`config.mk`:
```
export PLATFORM = sky130hd
export DESIGN_NAME = uart_rx_baudsel
export DESIGN_NICKNAME = d
export VERILOG_FILES = /design/src/rtl/uart_rx_baudsel.sv
export SDC_FILE = /design/constraint.sdc
export NUM_CORES = 1
export LEC_CHECK = 0
export CAP_MARGIN = 30
export CELL_PAD_IN_SITES_DETAIL_PLACEMENT = 1
export CELL_PAD_IN_SITES_GLOBAL_PLACEMENT = 1
export CORE_MARGIN = 2
export CORE_UTILIZATION = 27
export CTS_CLUSTER_SIZE = 40
export DETAILED_ROUTE_END_ITERATION = 10
export DONT_BUFFER_PORTS = 1
export PLACE_DENSITY = 0.55
export RECOVER_POWER = 50
export SYNTH_ARGS = -nofsm -noshare
export SYNTH_HDL_FRONTEND = slang
export SYNTH_SLANG_ARGS = --single-unit
```
`constraint.sdc`:
```
create_clock -name src_clk -period 2.5 [get_ports src_clk]
set_clock_uncertainty 0.05 [all_clocks]
set_input_delay 0.75 -clock src_clk [delete_from_list [all_inputs] [get_ports src_clk]]
set_output_delay 0.75 -clock src_clk [all_outputs]
set_load 0.1 [all_outputs]
```
`src/rtl/uart_rx_baudsel.sv`:
```
// 8N1 UART receiver with a 2-bit baud selector, oversampled bit timing,
// frame-error detection, break handling and a sticky overrun flag.
module uart_rx_baudsel #(
    parameter int unsigned CLK_FREQ   = 50000000,
    parameter int unsigned OVERSAMPLE = 16
) (
    input  logic       src_clk,
    input  logic       rst,
    input  logic       rx_in,
    input  logic [1:0] baud_sel,
    input  logic       rd_ack,
    output logic [7:0] rx_data,
    output logic       rx_ready,
    output logic       frame_err,
    output logic       overrun,
    output logic       busy
);

    function automatic int unsigned baud_rate(input int sel);
        case (sel)
            0:       return 9600;
            1:       return 57600;
            2:       return 115200;
            default: return 19200;
        endcase
    endfunction

    // Clocks per oversample tick, rounded to nearest, never zero.
    function automatic int unsigned calc_div(input int sel);
        int unsigned den;
        int unsigned div;
        den = baud_rate(sel) * OVERSAMPLE;
        div = (CLK_FREQ + den / 2) / den;
        return (div == 0) ? 1 : div;
    endfunction

    function automatic int unsigned max_div();
        int unsigned m;
        m = 1;
        for (int i = 0; i < 4; i++) begin
            if (calc_div(i) > m) m = calc_div(i);
        end
        return m;
    endfunction

    localparam int unsigned DIV_MAX     = max_div();
    localparam int          DIV_W       = (DIV_MAX > 1) ? $clog2(DIV_MAX) : 1;
    localparam int          TICK_W      = (OVERSAMPLE > 2) ? $clog2(OVERSAMPLE) : 1;
    localparam int          SYNC_STAGES = 2;

    localparam logic [TICK_W-1:0] TICK_LAST = TICK_W'(OVERSAMPLE - 1);
    localparam logic [TICK_W-1:0] TICK_MID  = TICK_W'(OVERSAMPLE / 2 - 1);

    typedef enum logic [2:0] {
        ST_IDLE,
        ST_START,
        ST_DATA,
        ST_STOP,
        ST_BREAK
    } state_t;

    state_t                 state_reg;
    logic [SYNC_STAGES-1:0] sync_reg;
    logic                   rx_prev_reg;
    logic [1:0]             baud_reg;
    logic [DIV_W-1:0]       div_cnt_reg;
    logic [DIV_W-1:0]       div_cnt_next;
    logic [TICK_W-1:0]      tick_cnt_reg;
    logic [2:0]             bit_cnt_reg;
    logic [7:0]             shift_reg;
    logic [7:0]             rx_data_reg;
    logic                   rx_ready_reg;
    logic                   frame_err_reg;
    logic                   overrun_reg;
    logic                   busy_reg;

    logic                   rx_sync;
    logic                   start_edge;
    logic                   sample_tick;
    logic [DIV_W-1:0]       div_last [4];

    // Terminal divider count for each baud code, fixed at elaboration.
    for (genvar gi = 0; gi < 4; gi++) begin : g_div
        localparam int unsigned DIV_G = calc_div(gi);
        assign div_last[gi] = DIV_W'(DIV_G - 1);
    end

    assign rx_sync     = sync_reg[SYNC_STAGES-1];
    assign start_edge  = rx_prev_reg & ~rx_sync;
    assign sample_tick = (state_reg != ST_IDLE) && (div_cnt_reg == div_last[baud_reg]);

    // Held at zero in IDLE so the first tick lands one full DIV after the start edge.
    always_comb begin
        div_cnt_next = div_cnt_reg + DIV_W'(1);
        if ((state_reg == ST_IDLE) || sample_tick) begin
            div_cnt_next = '0;
        end
    end

    always_ff @(posedge src_clk) begin
        if (rst) begin
            sync_reg    <= '1;
            rx_prev_reg <= 1'b1;
        end else begin
            sync_reg    <= {sync_reg[SYNC_STAGES-2:0], rx_in};
            rx_prev_reg <= rx_sync;
        end
    end

    always_ff @(posedge src_clk) begin
        if (rst) begin
            state_reg     <= ST_IDLE;
            baud_reg      <= baud_sel;
            div_cnt_reg   <= '0;
            tick_cnt_reg  <= '0;
            bit_cnt_reg   <= '0;
            shift_reg     <= '0;
            rx_data_reg   <= '0;
            rx_ready_reg  <= 1'b0;
            frame_err_reg <= 1'b0;
            overrun_reg   <= 1'b0;
            busy_reg      <= 1'b0;
        end else begin
            frame_err_reg <= 1'b0;
            div_cnt_reg   <= div_cnt_next;

            if (rd_ack && rx_ready_reg) begin
                rx_ready_reg <= 1'b0;
                overrun_reg  <= 1'b0;
            end

            unique case (state_reg)
                ST_IDLE: begin
                    baud_reg     <= baud_sel;
                    tick_cnt_reg <= '0;
                    bit_cnt_reg  <= '0;
                    if (start_edge) begin
                        state_reg <= ST_START;
                        busy_reg  <= 1'b1;
                    end
                end

                ST_START: begin
                    if (sample_tick) begin
                        if (tick_cnt_reg == TICK_MID) begin
                            tick_cnt_reg <= '0;
                            if (rx_sync) begin
                                state_reg <= ST_IDLE;
                                busy_reg  <= 1'b0;
                            end else begin
                                state_reg <= ST_DATA;
                            end
                        end else begin
                            tick_cnt_reg <= tick_cnt_reg + TICK_W'(1);
                        end
                    end
                end

                ST_DATA: begin
                    if (sample_tick) begin
                        if (tick_cnt_reg == TICK_LAST) begin
                            tick_cnt_reg <= '0;
                            shift_reg    <= {rx_sync, shift_reg[7:1]};
                            if (bit_cnt_reg == 3'd7) begin
                                state_reg <= ST_STOP;
                            end else begin
                                bit_cnt_reg <= bit_cnt_reg + 3'd1;
                            end
                        end else begin
                            tick_cnt_reg <= tick_cnt_reg + TICK_W'(1);
                        end
                    end
                end

                ST_STOP: begin
                    if (sample_tick) begin
                        if (tick_cnt_reg == TICK_LAST) begin
                            tick_cnt_reg <= '0;
                            if (rx_sync) begin
                                // A new byte wins over a same-cycle acknowledge.
                                rx_data_reg  <= shift_reg;
                                rx_ready_reg <= 1'b1;
                                if (rx_ready_reg && !rd_ack) begin
                                    overrun_reg <= 1'b1;
                                end
                                state_reg <= ST_IDLE;
                                busy_reg  <= 1'b0;
                            end else begin
                                frame_err_reg <= 1'b1;
                                state_reg     <= ST_BREAK;
                            end
                        end else begin
                            tick_cnt_reg <= tick_cnt_reg + TICK_W'(1);
                        end
                    end
                end

                ST_BREAK: begin
                    if (rx_sync) begin
                        state_reg <= ST_IDLE;
                        busy_reg  <= 1'b0;
                    end
                end

                default: begin
                    state_reg <= ST_IDLE;
                    busy_reg  <= 1'b0;
                end
            endcase
        end
    end

    assign rx_data   = rx_data_reg;
    assign rx_ready  = rx_ready_reg;
    assign frame_err = frame_err_reg;
    assign overrun   = overrun_reg;
    assign busy      = busy_reg;

endmodule

```
==> flow_summary.ini, run 1 <==
[synthesis]
yosysUniqueCellTypes = 46
synth_edf_count = 2
synth.area.top_cells = dfxtp_1 (41%), mux2i_1 (7.9%), nor2_1 (6.5%)
synth-seq-cells = 44
synth_warnings = 0
syn-cell-area_mm2 = 0.00203
yosys.area.top_type_share_pct = 41.4
ys_seq_area_share_pct = 44.4
yosys.area.top_type = dfxtp_1
syn-num-nets = 227
synth-main-ff-cell = dfxtp_1
postSynthAreaPerCell_um2 = 9.49
synth_cells = 214
synthArstFlopShare_pct = 0

[clock_tree]
cts_made_buffers = 5
cts_sinks = 44
cts_resized = 0
clk_pin_slew_worst_paths_ps = 90
clk_latency_ps = 300
cts-root-buf = clkbuf_8
cts_setup_buffers = 0
ctsHoldBuffers = 0
cts_tree = yes
clockBufferDepth = 2
h-tree-depth = 2

[pwr]
peakVddDrop_mv = 0.210
p_per_area_mw_per_mm2 = 624
leakage_nw = 0.819

[setup_path]
cp-end-kind = flip-flop
crit_chain = inv_1, ha_1, xnor2_1, nand4_2, nor4b_1, o22ai_1, a32o_1
cp.required_ps = 2660
critical_path.max_stage_delay_ps = 440
cp-start-kind = flip-flop
path_class = flip-flop to flip-flop
cpMaxStageDelayCell = edfxtp_1
arrival_ps = 2400
cp_max_fo = 10

[floorplanning]
ios = 18
die_x_um = 90.7
die_h_um = 90.7
fp.coreArea_mm2 = 0.00725
rows = 31
initial_core_util_pct = 28.0
die-area_mm2 = 0.00823

[finish]
final_common_cell = dfxtp_1
multi_input_area_mm2 = 0.00106
drive_gt1_share_pct = 13.8
nets = 237
seq_area_um2 = 901
final_cell_mix = dfxtp_1 (42), nor2_1 (35), mux2i_1 (16), clkbuf_2 (12)
nFillCells = 863
syn_to_final_growth_pct = 13.2
largest_reg_flops = 9
final_core_util_pct = 31.7
antennaDiodeCount = 0

[global_route]
antenna_found_initial = 0
grt_pass1_vias = 1614
grt_max_degree = 33
gr-usage-all-layers_pct = 11.6
grt_pass1_wl_um = 7740
grt-ovfl-total = 0

[sta]
finalSetupViolations = 0
setup-tns-final_ps = 0
worst_slew_pin_slew_ps = 561
period_minus_slack_ps = 2240
slew_headroom_pct = 62.6
finalHoldViolCount = 0
max_freq_mhz = 446
fin_crit_sh_pct = 89.6
rsz0062_at_grt = no
final-max-slew-violation-count = 0

[routing]
drtPass1Iterations = 4
avgRoutedWirePerCell_um = 13.7
vias = 1563
wl_um = 4450
post-route-drc-count = 0
ant_nets = 0
drt-vias-per-instance = 4.82
initialDrtViolationCount = 69

[placed_design]
io_buffers = 0
gp_congestion = 0.721
hpwl_um = 3070

[hold_path]
hold_class = flip-flop to flip-flop

[run_status]
status = finished clean

[run]
drv_cap = 0
power breakdown:
part	total, mW	switching (mW)	internal (mW)	leakage [nW]
Combinational	0.121	0.0769	0.0438	0.404
Clock	0.567	0.266	0.301	0.0548
Sequential	0.746	0.0257	0.720	0.360
area by class of cell:
cell class / count / area share, %
clock buffers: 5 / 2.99
repair buffers: 14 / 3.27
well taps: 99 / 5.39
clock inverters: 3 / 2.01
inverters: 7 / 1.14
multi-input cells: 152 / 46.0
flip-flops and latches: 44 / 39.2
path summary, 6_finish.rpt:
| kind | to | cells after the start | from | slack (ps) |
|---|---|---|---|---|
| max | bit_cnt_reg[2] | 7 | baud_reg[0] | 260 |
| min | sync_reg[1] | 1 | sync_reg[0] | 370 |
| max reg2reg | bit_cnt_reg[2] | 7 | baud_reg[0] | 260 |
| min reg2reg | sync_reg[1] | 1 | sync_reg[0] | 370 |
logic make-up after synthesis:
logic type | after synthesis | share of synthesized area (%)
compound gates | 32 | 11.8
flops | 44 | 44.4
xor+xnor | 15 | 6.47
simple gates | 82 | 21.3
mux | 16 | 7.89
buf+inv | 18 | 3.82
fa+ha+maj | 7 | 4.31
critical path, delay by kind of cell, from the launching register on:
kind	cells	cell delay [ps]
flops	1	440
compound gates	2	420
simple gates	2	710
xor+xnor	1	170
buf+inv	1	120
fa+ha+maj	1	250
per-layer routing:
layer	GRT usage, %	part of all wire, %	vias to the layer above	wire [um]
met5	0	0	-	0
met4	4.23	1.5	0	65
met3	2.67	3.3	7	146
met2	18.8	46	20	2040
met1	14.9	49	763	2190
li1	-	-	773	-
cell usage after synthesis, drive strengths merged (3+ instances only):
library cell  instances
a31oi                 5
inv                   7
mux2i                16
o21ai                 3
or2                   4
nand3                 9
nor2                 36
buf                   4
nand2                 5
xor2                  6
a211oi                3
ha                    7
nand4                 5
dfxtp                42
nor3                  5
a21oi                 7
xnor2                 9
and3                  3
clkbuf                7
per-stage QoR:
step | instances | cell area, um^2 | power, mW | setup slack [ps] | hold WS [ps]
floorplan | 214 | 2030 | 0.863 | 500 | 339
global route | 324 | 2300 | 1.50 | 85.5 | 385
detailed placement | 316 | 2220 | 0.886 | 192 | 352
global placement | 316 | 2220 | 0.885 | 347 | 341
finish | 324 | 2300 | 1.43 | 260 | 367
CTS | 324 | 2330 | 1.47 | 190 | 375
Note: power is estimated with default switching activity, not from simulation.
==> inputs of run 2 (changes only) <==
--- a/config.mk
+++ b/config.mk
@@ -8,7 +8,7 @@
 export CAP_MARGIN = 30
 export CELL_PAD_IN_SITES_DETAIL_PLACEMENT = 1
 export CELL_PAD_IN_SITES_GLOBAL_PLACEMENT = 1
-export CORE_MARGIN = 2
+export CORE_MARGIN = 4
 export CORE_UTILIZATION = 27
 export CTS_CLUSTER_SIZE = 40
 export DETAILED_ROUTE_END_ITERATION = 10
==> flow_summary.ini, run 2 (synthesis results as in run 1) <==
[placed_design]
gp_congestion = 0.745
io_buffers = 0
hpwl_um = 3050
post_dp_cell_area_mm2 = 0.00222
dp.cells = 316

[hold_path]
min_path_cells = 1
min_to = sync_reg[1]
hold_class = flip-flop to flip-flop
min-delay-start = sync_reg[0]

[clock_tree]
clk_pin_slew_worst_paths_ps = 90
cts_tree = yes
cts-root-buf = clkbuf_8
cts_sinks = 44
clk_latency_ps = 290
h-tree-depth = 2
cts_made_buffers = 5
clockBufferDepth = 2

[setup_path]
r2r_setup_slack_ps = 280
critical_path.max_stage_delay_ps = 470
arrival_ps = 2350
cpMaxStageDelayCell = edfxtp_1
path_class = flip-flop to flip-flop
ff2ff_path_depth = 7
path_buf_inv = 1
reg2reg_to = div_cnt_reg[5]
cp_max_fo = 10
r2r-start = baud_reg[1]
critPathTopFamily = simple AND/OR/NAND/NOR gates
cp-start-kind = flip-flop
crit_chain = inv_1, ha_1, xnor2_1, nand4_2, nor2_4, or2_1, nor2_1
cp.required_ps = 2630
cp-end-kind = flip-flop

[sta]
max_freq_mhz = 451
setup-tns-final_ps = 0
fin_crit_sh_pct = 88.8
slew_headroom_pct = 62.7
final-max-slew-violation-count = 0
period_minus_slack_ps = 2220
finalSetupViolations = 0
finalHoldViolCount = 0
rsz0062_at_grt = no
worst_slew_pin_slew_ps = 559

[finish]
final_cell_mix = dfxtp_1 (42), nor2_1 (35), mux2i_1 (16), clkbuf_2 (12)
drive_gt1_share_pct = 14.7
largest_reg_flops = 9
layout.cells.non_filler = 324
antennaDiodeCount = 0
nFillCells = 861
final_area_mm2 = 0.00231
final_common_cell = dfxtp_1
syn_to_final_growth_pct = 13.7
nets = 237

[routing]
drt-vias-per-instance = 4.81
avgRoutedWirePerCell_um = 13.6
wl_um = 4400
ant_nets = 0
vias = 1559
initialDrtViolationCount = 108
drtPass1Iterations = 4
post-route-drc-count = 0

[global_route]
grt_max_degree = 33
grt_pass1_wl_um = 7530
gr-usage-all-layers_pct = 10.7
grt-ovfl-total = 0
grt_pass1_vias = 1524
antenna_found_initial = 0

[floorplanning]
die-area_mm2 = 0.00897
ios = 18
initial_core_util_pct = 27.8
die_h_um = 94.7
rows = 31
die_x_um = 94.7
fp.coreArea_mm2 = 0.00729

[pwr]
p_per_area_mw_per_mm2 = 621
leakage_nw = 0.819
finalPower_mw = 1.43
peakVddDrop_mv = 0.220

[run_status]
status = finished clean

[run]
drv_cap = 0
run 2: per-layer routing:
layer	track usage [%]	vias up	part of all wire, %
li1	-	776	-
met1	13.8	764	48
met2	17.5	15	48
met3	2.95	4	2.8
met4	2.88	0	0.96
met5	0	-	0
run 2: area by class of cell:
type	instances	area [um^2]	share of cell area [%]
Timing Repair Buffer	14	75.1	3.25
Sequential cell	44	901	39.0
Multi-Input combinational cell	152	1070	46.3
Clock inverter	3	46.3	2.00
Clock buffer	5	68.8	2.98
Tap cell	99	124	5.36
Inverter	7	26.3	1.14
run 2: worst max-delay path by stage:
stage | end | start | cells past startpoint | slack (ps)
after CTS | div_cnt_reg[5] | baud_reg[1] | 7 | 230
after detailed placement | div_cnt_reg[2] | baud_reg[1] | 7 | 260
after global routing | div_cnt_reg[3] | baud_reg[1] | 7 | 0.02
final | div_cnt_reg[5] | baud_reg[1] | 7 | 280
after floorplan | shift_reg[0] | baud_reg[0] | 8 | 500
after global placement | bit_cnt_reg[2] | baud_reg[0] | 7 | 350
run 2: through the flow:
stage	utilization, %	worst slack, ps	hold WS [ps]
floorplan	-	500	339
global placement	30.4	353	344
detailed placement	30.4	258	348
CTS	32.0	227	371
global route	31.7	0.0231	381
finish	31.7	281	366
run 2: report_power, final:
group | total, mW | internal (mW) | switching (mW)
Combinational | 0.123 | 0.0443 | 0.0785
Clock | 0.566 | 0.301 | 0.265
Sequential | 0.745 | 0.720 | 0.0250
run 2: repair_timing:
action	CTS	global route
setup endpoints to repair	0	3
hold buffers	0	0
buffers inserted	0	0
resized for setup	0	1
==> inputs of run 3 (changes only) <==
--- a/config.mk
+++ b/config.mk
@@ -5,6 +5,7 @@
 export SDC_FILE = /design/constraint.sdc
 export NUM_CORES = 1
 export LEC_CHECK = 0
+export ABC_AREA = 1
 export CAP_MARGIN = 30
 export CELL_PAD_IN_SITES_DETAIL_PLACEMENT = 1
 export CELL_PAD_IN_SITES_GLOBAL_PLACEMENT = 1
@@ -13,7 +14,7 @@
 export CTS_CLUSTER_SIZE = 40
 export DETAILED_ROUTE_END_ITERATION = 10
 export DONT_BUFFER_PORTS = 1
-export PLACE_DENSITY = 0.55
+export PLACE_DENSITY = 0.57
 export RECOVER_POWER = 50
 export SYNTH_ARGS = -nofsm -noshare
 export SYNTH_HDL_FRONTEND = slang
==> flow_summary.ini, run 3 <==
[finish]
final_core_util_pct = 30.9
final_common_cell = nand2_1
drive_gt1_share_pct = 12.3
largest_reg_flops = 9
final_cell_mix = nand2_1 (57), inv_1 (45), dfxtp_1 (42), a21oi_1 (30), nor2_1 (29)
nets = 313
layout.cells.non_filler = 403
antennaDiodeCount = 0
syn_to_final_growth_pct = 12.4
final_area_mm2 = 0.00238

[setup_path]
crit_top_cell = nand2_1
path_buf_inv = 2
cpMaxStageDelayCell = edfxtp_1
path_class = flip-flop to flip-flop
arrival_ps = 2300
cp-end-kind = flip-flop
cp-start-kind = flip-flop
critical_path.max_stage_delay_ps = 430
r2r_setup_slack_ps = 400
cp_max_fo = 17
cp.required_ps = 2700
critPathTopFamily = simple AND/OR/NAND/NOR gates
crit_chain = inv_1, ha_1, inv_1, nand2_1, nand2_1, nand2_1, nor2_2, nand2_1, nor2_4, nand2_2, a21oi_1, o21a_1

[placed_design]
post_dp_cell_area_mm2 = 0.00230
io_buffers = 0
pre_cts_ws_ps = 412
gp_congestion = 0.778
dp.cells = 395
hpwl_um = 3660

[synthesis]
synth_cells = 285
synth_warnings = 0
syn-num-nets = 298
synth-main-ff-cell = dfxtp_1
synth_edf_count = 2
synthArstFlopShare_pct = 0
synth.area.top_cells = dfxtp_1 (40%), nand2_1 (9.9%), inv_1 (8.0%)
yosys-top-cells-count = nand2_1 (56), inv_1 (45), dfxtp_1 (42)
yosys.area.top_type = dfxtp_1
syn-cell-area_mm2 = 0.00212
yosys.area.top_type_share_pct = 39.7
synth_most_common_cell = nand2_1
yosysUniqueCellTypes = 31
ys_seq_area_share_pct = 42.6
synth-seq-cells = 44
postSynthAreaPerCell_um2 = 7.42

[sta]
final-max-slew-violation-count = 0
max_freq_mhz = 477
worst_slew_pin_slew_ps = 603
finalHoldViolCount = 0
slew_headroom_pct = 59.8
fin_crit_sh_pct = 83.9
finalSetupViolations = 0
period_minus_slack_ps = 2100
setup_ws_ps = 402
setup-tns-final_ps = 0
rsz0062_at_grt = no

[clock_tree]
clockBufferDepth = 2
clk_latency_ps = 300
ctsHoldBuffers = 0
cts_tree = yes
cts-root-buf = clkbuf_8
cts_sinks = 44
cts_made_buffers = 5
clk_pin_slew_worst_paths_ps = 90
h-tree-depth = 2
cts_setup_buffers = 0
cts_resized = 0

[floorplanning]
rows = 32
die_h_um = 96.5
die_x_um = 96.5
fp.coreArea_mm2 = 0.00769
die-area_mm2 = 0.00932
initial_core_util_pct = 27.5
ios = 18

[routing]
initialDrtViolationCount = 32
avgRoutedWirePerCell_um = 12.2
drt-vias-per-instance = 4.45
wl_um = 4910
post-route-drc-count = 0
drtPass1Iterations = 4
vias = 1792
ant_nets = 0

[run]
drv_cap = 0

[global_route]
gr-usage-all-layers_pct = 11.3
grt-ovfl-total = 0
grt_max_degree = 24
antenna_found_initial = 0
grt_pass1_vias = 1738
grt_pass1_wl_um = 8160

[pwr]
leakage_nw = 0.972
p_per_area_mw_per_mm2 = 773
peakVddDrop_mv = 0.270

[run_status]
status = finished clean

[hold_path]
hold_class = flip-flop to flip-flop
run 3: worst reg2reg max path, stage by stage (launching register included):
cell	delay, ps
edfxtp_1	430
inv_1	130
ha_1	250
inv_1	60
nand2_1	40
nand2_1	80
nand2_1	80
nor2_2	110
nand2_1	130
nor2_4	150
nand2_2	220
a21oi_1	210
o21a_1	130
run 3: path summary, 6_finish.rpt:
check	startpoint	to	cells after the start
worst min register to register	sync_reg[0]	sync_reg[1]	1
worst max-delay path	baud_reg[0]	rx_data[6]	12
worst max register to register	baud_reg[0]	rx_data[6]	12
worst min-delay path	sync_reg[0]	sync_reg[1]	1
run 3: cell families after synthesis:
kind of cell	count (synthesis)	synth area share (%)
adders and majority gates	7	4.14
DFF	44	42.6
xor gates and xnor gates	6	2.48
buffers and inverters	52	10.1
and+or+nand+nor	117	24.2
AOI/OAI and AO/OA	59	16.4
run 3: stage by stage:
stage | power, mW | hold slack (ps)
floorplan | 1.19 | 339
global placement | 1.29 | 343
detailed placement | 1.30 | 352
CTS | 1.88 | 375
global route | 1.96 | 392
finish | 1.84 | 368
run 3: layout make-up:
type	instances	area, um^2
clock buffers	5	68.8
clock inverters	3	41.3
multi-input cells	189	998
repair buffers	12	60.1
inverters	48	180
fillers	973	5310
well taps	102	128
flip-flops and latches	44	901
run 3: metal layers:
metal  wire length [um]  track usage [%]  up-vias
met1               2450             14.2      836
li1                   -                -      933
met3                152             2.56        4
met5                  0                0        -
met4                 68             4.21        0
met2               2250             18.7       19
run 3: report_power, final:
group | total (mW) | switching, mW | internal [mW]
Sequential | 0.796 | 0.0391 | 0.757
Combinational | 0.476 | 0.328 | 0.148
Clock | 0.566 | 0.269 | 0.297
Total | 1.84 | 0.636 | 1.20
